## src/rtl/maze_pkg.sv

```systemverilog
// Shared types for the maze DFS solver: direction codes, FSM states, cell coordinates.
package maze_pkg;

  typedef enum logic [1:0] {
    DIR_RIGHT = 2'd0,
    DIR_DOWN  = 2'd1,
    DIR_LEFT  = 2'd2,
    DIR_UP    = 2'd3
  } dir_e;

  typedef enum logic [3:0] {
    S_IDLE   = 4'd0,
    S_INIT   = 4'd1,
    S_INITW  = 4'd2,
    S_CHECK  = 4'd3,
    S_WAIT   = 4'd4,
    S_BACK   = 4'd5,
    S_REPLAY = 4'd6,
    S_DONE   = 4'd7,
    S_FAIL   = 4'd8
  } state_e;

  // One spare bit above the largest N, so a step off either edge lands outside 0..N-1.
  localparam int MAX_CW = 7;

  typedef struct packed {
    logic [MAX_CW-1:0] y;
    logic [MAX_CW-1:0] x;
  } coord_t;

endpackage

```

## src/rtl/maze_path_stack.sv

```systemverilog
// LIFO of {y, x, dir} entries with top-dir rewrite and an indexed read port.
module maze_path_stack #(
  parameter int CW    = 3,
  parameter int DEPTH = 64,
  parameter int SPW   = $clog2(DEPTH + 1),
  parameter int AW    = $clog2(DEPTH)
) (
  input  logic              clk,
  input  logic              rst,
  input  logic              clr,
  input  logic              push,
  input  logic              pop,
  input  logic              wr_top,
  input  logic [2*CW+2:0]   push_data,
  input  logic [2:0]        top_dir,
  input  logic [AW-1:0]     rd_idx,
  output logic [2*CW+2:0]   rd_data,
  output logic [SPW-1:0]    sp,
  output logic              full,
  output logic              empty
);

  logic [2*CW+2:0] mem_r [0:(1<<AW)-1];
  logic [SPW-1:0]  sp_r;
  logic [SPW-1:0]  top_idx_s;

  assign top_idx_s = sp_r - SPW'(1);
  assign sp        = sp_r;
  assign full      = (sp_r == SPW'(DEPTH));
  assign empty     = (sp_r == SPW'(0));
  assign rd_data   = mem_r[rd_idx];

  // Stack pointer; push and pop are never requested together.
  always_ff @(posedge clk or posedge rst) begin
    if (rst) begin
      sp_r <= '0;
    end else if (clr) begin
      sp_r <= '0;
    end else if (push && !full) begin
      sp_r <= sp_r + SPW'(1);
    end else if (pop && !empty) begin
      sp_r <= sp_r - SPW'(1);
    end else begin
      sp_r <= sp_r;
    end
  end

  // Entry storage: rewrite the top dir and push the new entry in the same cycle.
  always_ff @(posedge clk) begin
    if (wr_top && !empty) begin
      mem_r[top_idx_s[AW-1:0]][2:0] <= top_dir;
    end
    if (push && !full) begin
      mem_r[sp_r[AW-1:0]] <= push_data;
    end
  end

endmodule

```

## src/rtl/maze_dfs_solver.sv

```systemverilog
// Depth-first maze solver from (0,0) to (N-1,N-1) over external wall memory,
// streaming the found path oldest-first over a valid/ready port.
module maze_dfs_solver
  import maze_pkg::*;
#(
  parameter int N     = 8,
  parameter int DEPTH = N * N
) (
  input  logic                         clk,
  input  logic                         rst,
  input  logic                         start,
  output logic                         mem_rd_en,
  output logic [2*$clog2(N)-1:0]       mem_addr,
  input  logic                         mem_rd_data,
  output logic                         path_valid,
  input  logic                         path_ready,
  output logic [$clog2(N)-1:0]         path_x,
  output logic [$clog2(N)-1:0]         path_y,
  output logic                         path_last,
  output logic [$clog2(DEPTH+1)-1:0]   path_len,
  output logic                         busy,
  output logic                         done,
  output logic                         fail
);

  localparam int CW  = $clog2(N);
  localparam int SPW = $clog2(DEPTH + 1);
  localparam int AW  = $clog2(DEPTH);
  localparam int EW  = 2 * CW + 3;

  state_e          state_r, state_s;
  coord_t          cur_r, nb_s;
  logic [2:0]      dir_r;
  logic [N*N-1:0]  visited_r;
  logic [AW-1:0]   ri_r, rd_idx_s;
  logic [SPW-1:0]  path_len_r, sp_s;
  logic [EW-1:0]   push_data_s, rd_data_s;
  logic [2*CW-1:0] nb_addr_s;
  logic            push_s, pop_s, wr_top_s, clr_s, full_s, empty_s;
  logic            at_goal_s, nb_oob_s, nb_vis_s, try_s, last_s;

  maze_path_stack #(.CW(CW), .DEPTH(DEPTH), .SPW(SPW), .AW(AW)) u_stack (
    .clk(clk), .rst(rst), .clr(clr_s), .push(push_s), .pop(pop_s), .wr_top(wr_top_s),
    .push_data(push_data_s), .top_dir(dir_r + 3'd1), .rd_idx(rd_idx_s),
    .rd_data(rd_data_s), .sp(sp_s), .full(full_s), .empty(empty_s)
  );

  // Neighbour in the current direction; off-edge steps overflow past N-1.
  always_comb begin
    nb_s = cur_r;
    case (dir_e'(dir_r[1:0]))
      DIR_RIGHT: nb_s.x = cur_r.x + MAX_CW'(1);
      DIR_DOWN:  nb_s.y = cur_r.y + MAX_CW'(1);
      DIR_LEFT:  nb_s.x = cur_r.x - MAX_CW'(1);
      DIR_UP:    nb_s.y = cur_r.y - MAX_CW'(1);
      default:   nb_s = cur_r;
    endcase
  end

  assign nb_oob_s  = (nb_s.x > MAX_CW'(N - 1)) || (nb_s.y > MAX_CW'(N - 1));
  assign nb_addr_s = {nb_s.y[CW-1:0], nb_s.x[CW-1:0]};
  assign nb_vis_s  = visited_r[nb_addr_s];
  assign at_goal_s = (cur_r.x == MAX_CW'(N - 1)) && (cur_r.y == MAX_CW'(N - 1));
  assign try_s     = !at_goal_s && !dir_r[2] && !nb_oob_s && !nb_vis_s;
  assign last_s    = (SPW'(ri_r) == path_len_r - SPW'(1));
  assign path_len  = path_len_r;

  // State register.
  always_ff @(posedge clk or posedge rst) begin
    if (rst) state_r <= S_IDLE;
    else     state_r <= state_s;
  end

  // Next-state logic.
  always_comb begin
    state_s = state_r;
    case (state_r)
      S_IDLE, S_DONE, S_FAIL: if (start) state_s = S_INIT; else state_s = state_r;
      S_INIT:   state_s = S_INITW;
      S_INITW:  if (mem_rd_data) state_s = S_FAIL; else state_s = S_CHECK;
      S_CHECK: begin
        if (at_goal_s)                   state_s = S_REPLAY;
        else if (dir_r[2])               state_s = S_BACK;
        else if (nb_oob_s || nb_vis_s)   state_s = S_CHECK;
        else                             state_s = S_WAIT;
      end
      S_WAIT: begin
        if (mem_rd_data)  state_s = S_CHECK;
        else if (full_s)  state_s = S_FAIL;
        else              state_s = S_CHECK;
      end
      S_BACK:   if (sp_s == SPW'(1)) state_s = S_FAIL; else state_s = S_CHECK;
      S_REPLAY: if (path_ready && last_s) state_s = S_DONE; else state_s = S_REPLAY;
      default:  state_s = S_IDLE;
    endcase
  end

  // Outputs and stack control decoded from the current state.
  always_comb begin
    mem_rd_en   = 1'b0;
    mem_addr    = '0;
    push_s      = 1'b0;
    pop_s       = 1'b0;
    wr_top_s    = 1'b0;
    clr_s       = 1'b0;
    push_data_s = {nb_addr_s, 3'd0};
    rd_idx_s    = ri_r;
    busy        = 1'b1;
    done        = 1'b0;
    fail        = 1'b0;
    path_valid  = 1'b0;
    path_last   = 1'b0;
    path_x      = '0;
    path_y      = '0;
    case (state_r)
      S_IDLE: busy = 1'b0;
      S_DONE: begin busy = 1'b0; done = 1'b1; end
      S_FAIL: begin busy = 1'b0; fail = 1'b1; end
      S_INIT: begin mem_rd_en = 1'b1; clr_s = 1'b1; end
      S_INITW: begin
        if (!mem_rd_data) begin push_s = 1'b1; push_data_s = '0; end
        else              push_s = 1'b0;
      end
      S_CHECK: begin
        if (try_s) begin mem_rd_en = 1'b1; mem_addr = nb_addr_s; end
        else       mem_rd_en = 1'b0;
      end
      S_WAIT: begin
        if (!mem_rd_data && !full_s) begin push_s = 1'b1; wr_top_s = !empty_s; end
        else                         push_s = 1'b0;
      end
      S_BACK: begin pop_s = 1'b1; rd_idx_s = sp_s[AW-1:0] - AW'(2); end
      S_REPLAY: begin
        path_valid = 1'b1;
        path_last  = last_s;
        path_y     = rd_data_s[EW-1 -: CW];
        path_x     = rd_data_s[EW-CW-1 -: CW];
      end
      default: busy = 1'b0;
    endcase
  end

  // Search datapath: position, direction, visited bitmap, replay index, path length.
  always_ff @(posedge clk or posedge rst) begin
    if (rst) begin
      cur_r <= '0; dir_r <= '0; visited_r <= '0; ri_r <= '0; path_len_r <= '0;
    end else begin
      case (state_r)
        S_INIT: begin
          cur_r <= '0; dir_r <= '0; visited_r <= '0; ri_r <= '0; path_len_r <= '0;
        end
        S_INITW: if (!mem_rd_data) visited_r <= {{(N*N-1){1'b0}}, 1'b1};
        S_CHECK: begin
          if (at_goal_s) begin
            path_len_r <= sp_s;
            ri_r       <= '0;
          end else if (!dir_r[2] && (nb_oob_s || nb_vis_s)) begin
            dir_r <= dir_r + 3'd1;
          end
        end
        S_WAIT: begin
          if (mem_rd_data) begin
            dir_r <= dir_r + 3'd1;
          end else if (!full_s) begin
            visited_r[nb_addr_s] <= 1'b1;
            cur_r <= nb_s;
            dir_r <= 3'd0;
          end
        end
        S_BACK: begin
          if (sp_s != SPW'(1)) begin
            cur_r.y <= MAX_CW'(rd_data_s[EW-1 -: CW]);
            cur_r.x <= MAX_CW'(rd_data_s[EW-CW-1 -: CW]);
            dir_r   <= rd_data_s[2:0];
          end
        end
        S_REPLAY: if (path_ready && !last_s) ri_r <= ri_r + AW'(1);
        default: ;
      endcase
    end
  end

endmodule

```

## config.mk

```make
export PLATFORM = sky130hd
export DESIGN_NAME = maze_dfs_solver
export DESIGN_NICKNAME = d
export VERILOG_FILES = /design/src/rtl/maze_pkg.sv /design/src/rtl/maze_path_stack.sv /design/src/rtl/maze_dfs_solver.sv
export SDC_FILE = /design/constraint.sdc
export NUM_CORES = 1
export LEC_CHECK = 0
export ABC_CLOCK_PERIOD_IN_PS = 5850
export BUFFER_PORTS_ARGS = -buffer_cell sky130_fd_sc_hd__buf_2
export CAP_MARGIN = 40
export CORE_UTILIZATION = 62
export DETAILED_ROUTE_END_ITERATION = 12
export GPL_ROUTABILITY_DRIVEN = 0
export PLACE_DENSITY = 0.78
export SLEW_MARGIN = 20
export SYNTH_ARGS = -nofsm -noshare
export SYNTH_HDL_FRONTEND = slang
export SYNTH_HIERARCHICAL = 1
export SYNTH_SLANG_ARGS = --single-unit
```

## constraint.sdc

```tcl
create_clock -name clk -period 5.85 [get_ports clk]
set_clock_uncertainty 0.05 [all_clocks]
set_input_delay 1.17 -clock clk [delete_from_list [all_inputs] [get_ports clk]]
set_output_delay 1.17 -clock clk [all_outputs]
set_load 0.02 [all_outputs]
```

# Word level (Yosys, flattened, before mapping)

Memory sizes are Yosys's and may differ from the RTL's.
Index checks and enable logic that the tools add are counted.

Bits in registers: 105
RAM bits: 576
Input bits: 5
Output and inout bits: 25
Logic and storage cells: 152
Memories kept: 1

Memory list:

| memory        | depth | width | rd ports | clocked after memory_dff | wr ports | line                  | text |
|---|---|---|---|---|---|---|---|
| u_stack.mem_r | 64    | 9     | 1        | 0                        | 2        | maze_path_stack.sv:23 | `logic [2*CW+2:0] mem_r [0:(1<<AW)-1];` |

$add $sub $neg: 10
Order comparisons: 4
Equality and inequality tests: 27
Multiplexer cells: 63
Bitwise gates (word level): 1
Reduce and logical (&&, ||, !) cells: 38

Operator list:

| operator                                             | count |
|---|---|
| two-way mux 64 bit                                   | 3 |
| one-hot mux 64 bit (3 select lines)                  | 1 |
| bitwise OR 64 bit                                    | 1 |
| two-way mux 14 bit                                   | 3 |
| one-hot mux 14 bit (3 select lines)                  | 1 |
| one-hot mux 7 bit (2 select lines)                   | 3 |
| two-way mux 3 bit                                    | 10 |
| two-way mux 6 bit                                    | 5 |
| two-way mux 7 bit                                    | 4 |
| one-hot mux 4 bit (7 select lines)                   | 1 |
| subtractor 7 x 1 -> 7 bit (second input constant)    | 4 |
| adder 7 x 1 -> 7 bit (second input constant)         | 3 |
| two-way mux 4 bit                                    | 5 |
| two-way mux 1 bit                                    | 19 |
| two-way mux 9 bit                                    | 2 |
| inequality test 2 bit (second input constant)        | 9 |
| one-hot mux 6 bit (3 select lines)                   | 1 |
| equality test 4 x 3 -> 1 bit (second input constant) | 4 |
| equality test 7 x 3 -> 1 bit (second input constant) | 2 |
| > comparator 7 x 3 -> 1 bit (second input constant)  | 2 |
| logical AND 1 bit                                    | 12 |
| one-hot mux 3 bit (4 select lines)                   | 1 |
| nonzero test 3 bit                                   | 4 |
| equality test 4 x 2 -> 1 bit (second input constant) | 2 |
| other kinds (30)                                     | 41 |

# Logic depth before layout (Yosys ltp)

Word-level depth: 10
Mapped depth: 17
Mapped depth without buffers: 13

# By module

The synthesis kept the hierarchy.

Modules (own cells, without submodules):

| module          | instances | cells an instance | area an instance (µm²) | seq. area each (µm²) |
|---|---|---|---|---|
| maze_path_stack | 1         | 1443              | 25986.2                | 17471.8 |
| maze_dfs_solver | 1         | 699               | 6087.1                 | 2452.4 |

# Least setup slack after synthesis

OpenSTA, ideal clock, no wires.

Path type: register -> output
From: register dir_r[0]
To: output port mem_addr[4]
Data arrival time: 4186 ps
Required time: 4630 ps
Setup slack: 444 ps
Stages on the path, launching flop included: 15
Buffers on the path: 2
Cell sequence: dfrtp_1 > ha_1 > clkbuf_1 > buf_1 > xor2_1 > ha_1 > a21oi_1 > mux2i_1 > xor2_1 > nor2_1 > a22o_1 > a211o_1 > or4_4 > nor4_2 > nor2b_1

Longest elaborated chain between the ends: 9
Elaborated cells on any way between the ends: 17
Classes of those cells: order compare (2); eq/ne (3); mux (6); reduce/logical (6)

RTL lines:

| item                                                                       | line                   | text |
|---|---|---|
| start, declared                                                            | maze_dfs_solver.sv:33  | `logic [2:0] dir_r;` |
| start signal, assigned                                                     | maze_dfs_solver.sv:158 | `dir_r <= dir_r + 3'd1;` |
| start signal, assigned                                                     | maze_dfs_solver.sv:163 | `dir_r <= dir_r + 3'd1;` |
| start signal, assigned                                                     | maze_dfs_solver.sv:174 | `dir_r <= rd_data_s[2:0];` |
| branches (longest 7 deep; another with one-hot mux 7 bit (2 select lines)) | -                      |  |
| two-way mux 6 bit *                                                        | maze_dfs_solver.sv:125 | `if (try_s) begin mem_rd_en = 1'b1; mem_addr = nb_addr_s; end` |
| two-way mux 6 bit *                                                        | maze_dfs_solver.sv:115 | `case (state_r)` |
| end, declared                                                              | maze_dfs_solver.sv:13  | `output logic [2*$clog2(N)-1:0] mem_addr,` |

Mark *: on every way between the ends. The select of a mux whose other input is x is not followed.

# Worst setup path in the final report

From: register state_r[3]
To: output port path_x[0]

Longest elaborated chain between the ends: 4
Elaborated cells on any way between the ends: 5
Classes of those cells: eq/ne (2); mux (2); memory (1)

RTL lines:

| item                         | line                   | text |
|---|---|---|
| start, declared              | maze_dfs_solver.sv:31  | `state_e state_r, state_s;` |
| start signal, assigned       | maze_dfs_solver.sv:71  | `else state_r <= state_s;` |
| equality test 4 x 3 -> 1 bit | maze_dfs_solver.sv:115 |  |
| two-way mux 6 bit            | maze_dfs_solver.sv:115 |  |
| named net rd_idx_s[4]        | maze_dfs_solver.sv:35  | `logic [AW-1:0] ri_r, rd_idx_s;` |
| memory read (64 x 9 bit)     | -                      |  |
| named net rd_data_s[3]       | maze_dfs_solver.sv:37  | `logic [EW-1:0] push_data_s, rd_data_s;` |
| two-way mux 3 bit            | maze_dfs_solver.sv:115 |  |
| end, declared                | maze_dfs_solver.sv:17  | `output logic [$clog2(N)-1:0] path_x,` |

The timed path passes the listed nets, and every way through them passes these cells.

==> flow_summary_export.csv <==
group,metric,value,unit
status,status,"complete, no violations",
logic_synthesis,syn_area_per_cell,15.0,sq um
clock_tree,cts.sinks,681,
die,dieWidth,229,um
drt,drc,0,
setup_path,crit_chain,"nand2b_1, or2_0, buf_4, o21ai_4, and2_1, nand2_1, o22ai_1, a2111oi_1, buf_1, a22o_1, and2_1, buf_2",
setup_path,cp_data_required_time,4.63,ns
grt,grt_pass1_vias,20200,
timing,hold_viol_final,0,
place,placement.io_buffers,29,
clock_tree,clockBufferDepth,3,
grt,grt_pass1_wl,126000,um
setup_path,worstSetupStartpointType,"flip-flop",
timing,finalSetupViolations,0,
logic_synthesis,synthSimpleGateAreaFrac,0.0703,
logic_synthesis,muxShareOfSynthArea,0.199,
logic_synthesis,synth_edf_count,576,
drt,drt_first_pass_iters,8,
clock_tree,path_clk_slew,0.06,ns
min_path,hold_path.class,"flip-flop to flip-flop",
place,hpwl,52000,um
die,rows,82,
die,die_area,52600,sq um
die,start_util,0.634,
clock_tree,cts_root_buf,"clkbuf_16",
drt,wire_per_inst,28.4,um
drt,totalWireLength,84100,um
logic_synthesis,syn_inst,2142,
timing,fin_crit,5.79,ns
grt,gr-total-overflow,0,
drt,viasPerCell,7.00,
grt,grt_usage,0.322,
job,cap_violations,0,
drt,antenna_left,0,
logic_synthesis,synth_top_family_by_area,"multiplexers",
layout,syn2layout_area_growth,13.2,%
die,die_h,229,um
setup_path,worstPathMaxFanout,18,
clock_tree,clock_latency,0.62,ns
layout,final_common_cell,"edfxtp_1",
place,place_inst,2807,
drt,vias,20700,
power_and_ir_drop,power,15.5,mW
die,core,50600,sq um
setup_path,cpMostUsedCell,"and2_1",
logic_synthesis,synthXorXnorAreaFrac,0.0123,
layout,layout.nets,2251,
layout,final_cell_mix,"edfxtp_1, mux2_2, nor2_1",
grt,antenna_found_initial,3,
timing,max_slew_margin,0.371,
timing,finalCritPeriodShare,0.990,
logic_synthesis,synth-seq-cells,681,
setup_path,criticalPathCategory,"flip-flop to output pin",
setup_path,slowest_delay,0.71,ns
logic_synthesis,synth-async-reset-ratio,0.154,
drt,drt_iter0_drc,3159,
power_and_ir_drop,leakage,12.6,nW
power_and_ir_drop,power_density,428,nW/um^2
timing,clock.fmax,173,MHz
logic_synthesis,yosys.area_share.adder,0.00546,
setup_path,cp.arrival,4.57,ns
clock_tree,cts_buffers,71,
timing,finalMaxSlewViolations,0,
logic_synthesis,ys_seq_area_frac,0.621,
layout,fin_cells,2961,
logic_synthesis,yosys_warnings,6,
logic_synthesis,netlist_area,32100,sq um
logic_synthesis,synth_cell_types,80,
clock_tree,cts_tree,"built",
grt,grt_max_degree,67,
setup_path,crit_path_end_kind,"output pin",
logic_synthesis,synth-compound-area-share,0.0641,
timing,tightest_slew,0.919,ns
layout,drive_above_1_share,0.298,
clock_tree,holdBufCountCts,0,
setup_path,slowest_stage,"o21ai_4",
clock_tree,htree_levels,3,
logic_synthesis,synth_ff_type,"edfxtp_1",
power_and_ir_drop,vdd_ir_drop_max,0.293,mV
die,ios,30,
path summary, 6_finish.rpt:
kind                                            from                             to  slack, ns  cells past startpoint
setup / recovery              state_r[3]$_DFFE_PP0P_                      path_x[0]       0.06                     12
hold / removal             visited_r[60]$_DFFE_PP0P_      visited_r[60]$_DFFE_PP0P_       0.44                      2
setup reg to reg           u_stack/sp[0]$_DFFE_PP0P_  u_stack/mem_r[7][2]$_DFFE_PP_       1.11                     12
hold reg to reg            visited_r[60]$_DFFE_PP0P_      visited_r[60]$_DFFE_PP0P_       0.44                      2
max in group asynchronous                        rst           dir_r[1]$_DFFE_PP0P_       4.08                      3
min in group asynchronous                        rst      u_stack/sp[6]$_DFFE_PP0P_       0.47                      2
worst max-delay path, delay by kind of cell (launching register included):
family	cells	cell delay [ns]
compound gates	4	1.52
buf+inv	3	0.54
flops	1	0.37
simple gates	5	1.52
flip-flops by register name, indices dropped and copies added (netlist names):
| register | cells |
|---|---|
| state_r | 4 |
| dir_r | 3 |
| ri_r | 6 |
| visited_r | 64 |
| u_stack/mem_r | 576 |
| u_stack/sp | 7 |
| cur_r | 14 |
| path_len | 7 |
area by class of cell:
cell class	instances	area, sq um
clock inverter	43	586
multi-input combinational	1275	11600
tap	672	841
timing repair buffer	168	1340
antenna	1	2.50
inverter	35	134
clock buffer	86	1920
fill	3059	14300
sequential	681	19900
kinds of logic (layout without fill, tap and decap cells):
group	after synthesis	count (layout)
flip-flops	681	681
AND/OR/NAND/NOR	483	483
multiplexers	410	410
AO/OA/AOI/OAI	322	322
buffers and inverters	188	332
XOR/XNOR	43	43
adder cells (fa/ha/maj)	14	14
other	1	4
what timing repair did:
item / 4_1_cts / 5_1_grt
endpoints found under the setup margin: 7 / 13
pin swaps: 0 / 4
gates resized for setup: 3 / 30
setup buffers: 0 / 13
power by group:
| part | leakage, nW | switching, mW | internal (mW) |
|---|---|---|---|
| Sequential | 6.72 | 0.149 | 5.93 |
| Clock | 1.22 | 1.90 | 2.96 |
| Combinational | 4.65 | 3.07 | 1.54 |
| Total | 12.6 | 5.12 | 10.4 |
layer usage:
metal / GRT usage / part of all wire
met5: 0 / 0.00024
met4: 0.135 / 0.048
met3: 0.0735 / 0.12
met2: 0.489 / 0.46
met1: 0.452 / 0.38
through the flow:
| step | worst slack [ns] | TNS [ns] | hold slack (ns) | utilization | area (sq um) |
|---|---|---|---|---|---|
| after floorplan | 0.444 | 0 | 0.404 | - | 32100 |
| after global placement | 0.267 | 0 | 0.419 | 0.658 | 33300 |
| after detailed placement | 0.545 | 0 | 0.426 | 0.661 | 33400 |
| after CTS | 0.000394 | 0 | 0.441 | 0.710 | 35900 |
| after global routing | -0.0295 | -0.132 | 0.459 | 0.718 | 36300 |
| final | 0.0589 | 0 | 0.439 | 0.718 | 36300 |
cell usage after synthesis (11+ instances only):
library cell | n | area share
a211oi_1 | 12 | 0.0028
a21oi_1 | 103 | 0.016
a22o_1 | 16 | 0.0044
and2_1 | 17 | 0.0033
buf_1 | 17 | 0.0020
buf_2 | 21 | 0.0033
buf_4 | 16 | 0.0037
clkbuf_1 | 89 | 0.010
dfrtp_1 | 105 | 0.082
edfxtp_1 | 576 | 0.54
ha_1 | 14 | 0.0055
inv_1 | 34 | 0.0040
mux2_2 | 200 | 0.070
mux2i_1 | 48 | 0.015
mux4_1 | 13 | 0.011
mux4_2 | 145 | 0.10
nand2_1 | 125 | 0.015
nand2b_1 | 20 | 0.0039
nand3_1 | 22 | 0.0034
nand4_1 | 11 | 0.0021
nor2_1 | 181 | 0.021
nor2b_1 | 14 | 0.0027
nor3_1 | 32 | 0.0050
o21ai_0 | 49 | 0.0076
o221ai_1 | 11 | 0.0030
o22ai_1 | 70 | 0.014
xnor2_1 | 22 | 0.0060
xor2_1 | 20 | 0.0055
No activity file was read; power rests on OpenSTA's default activity.
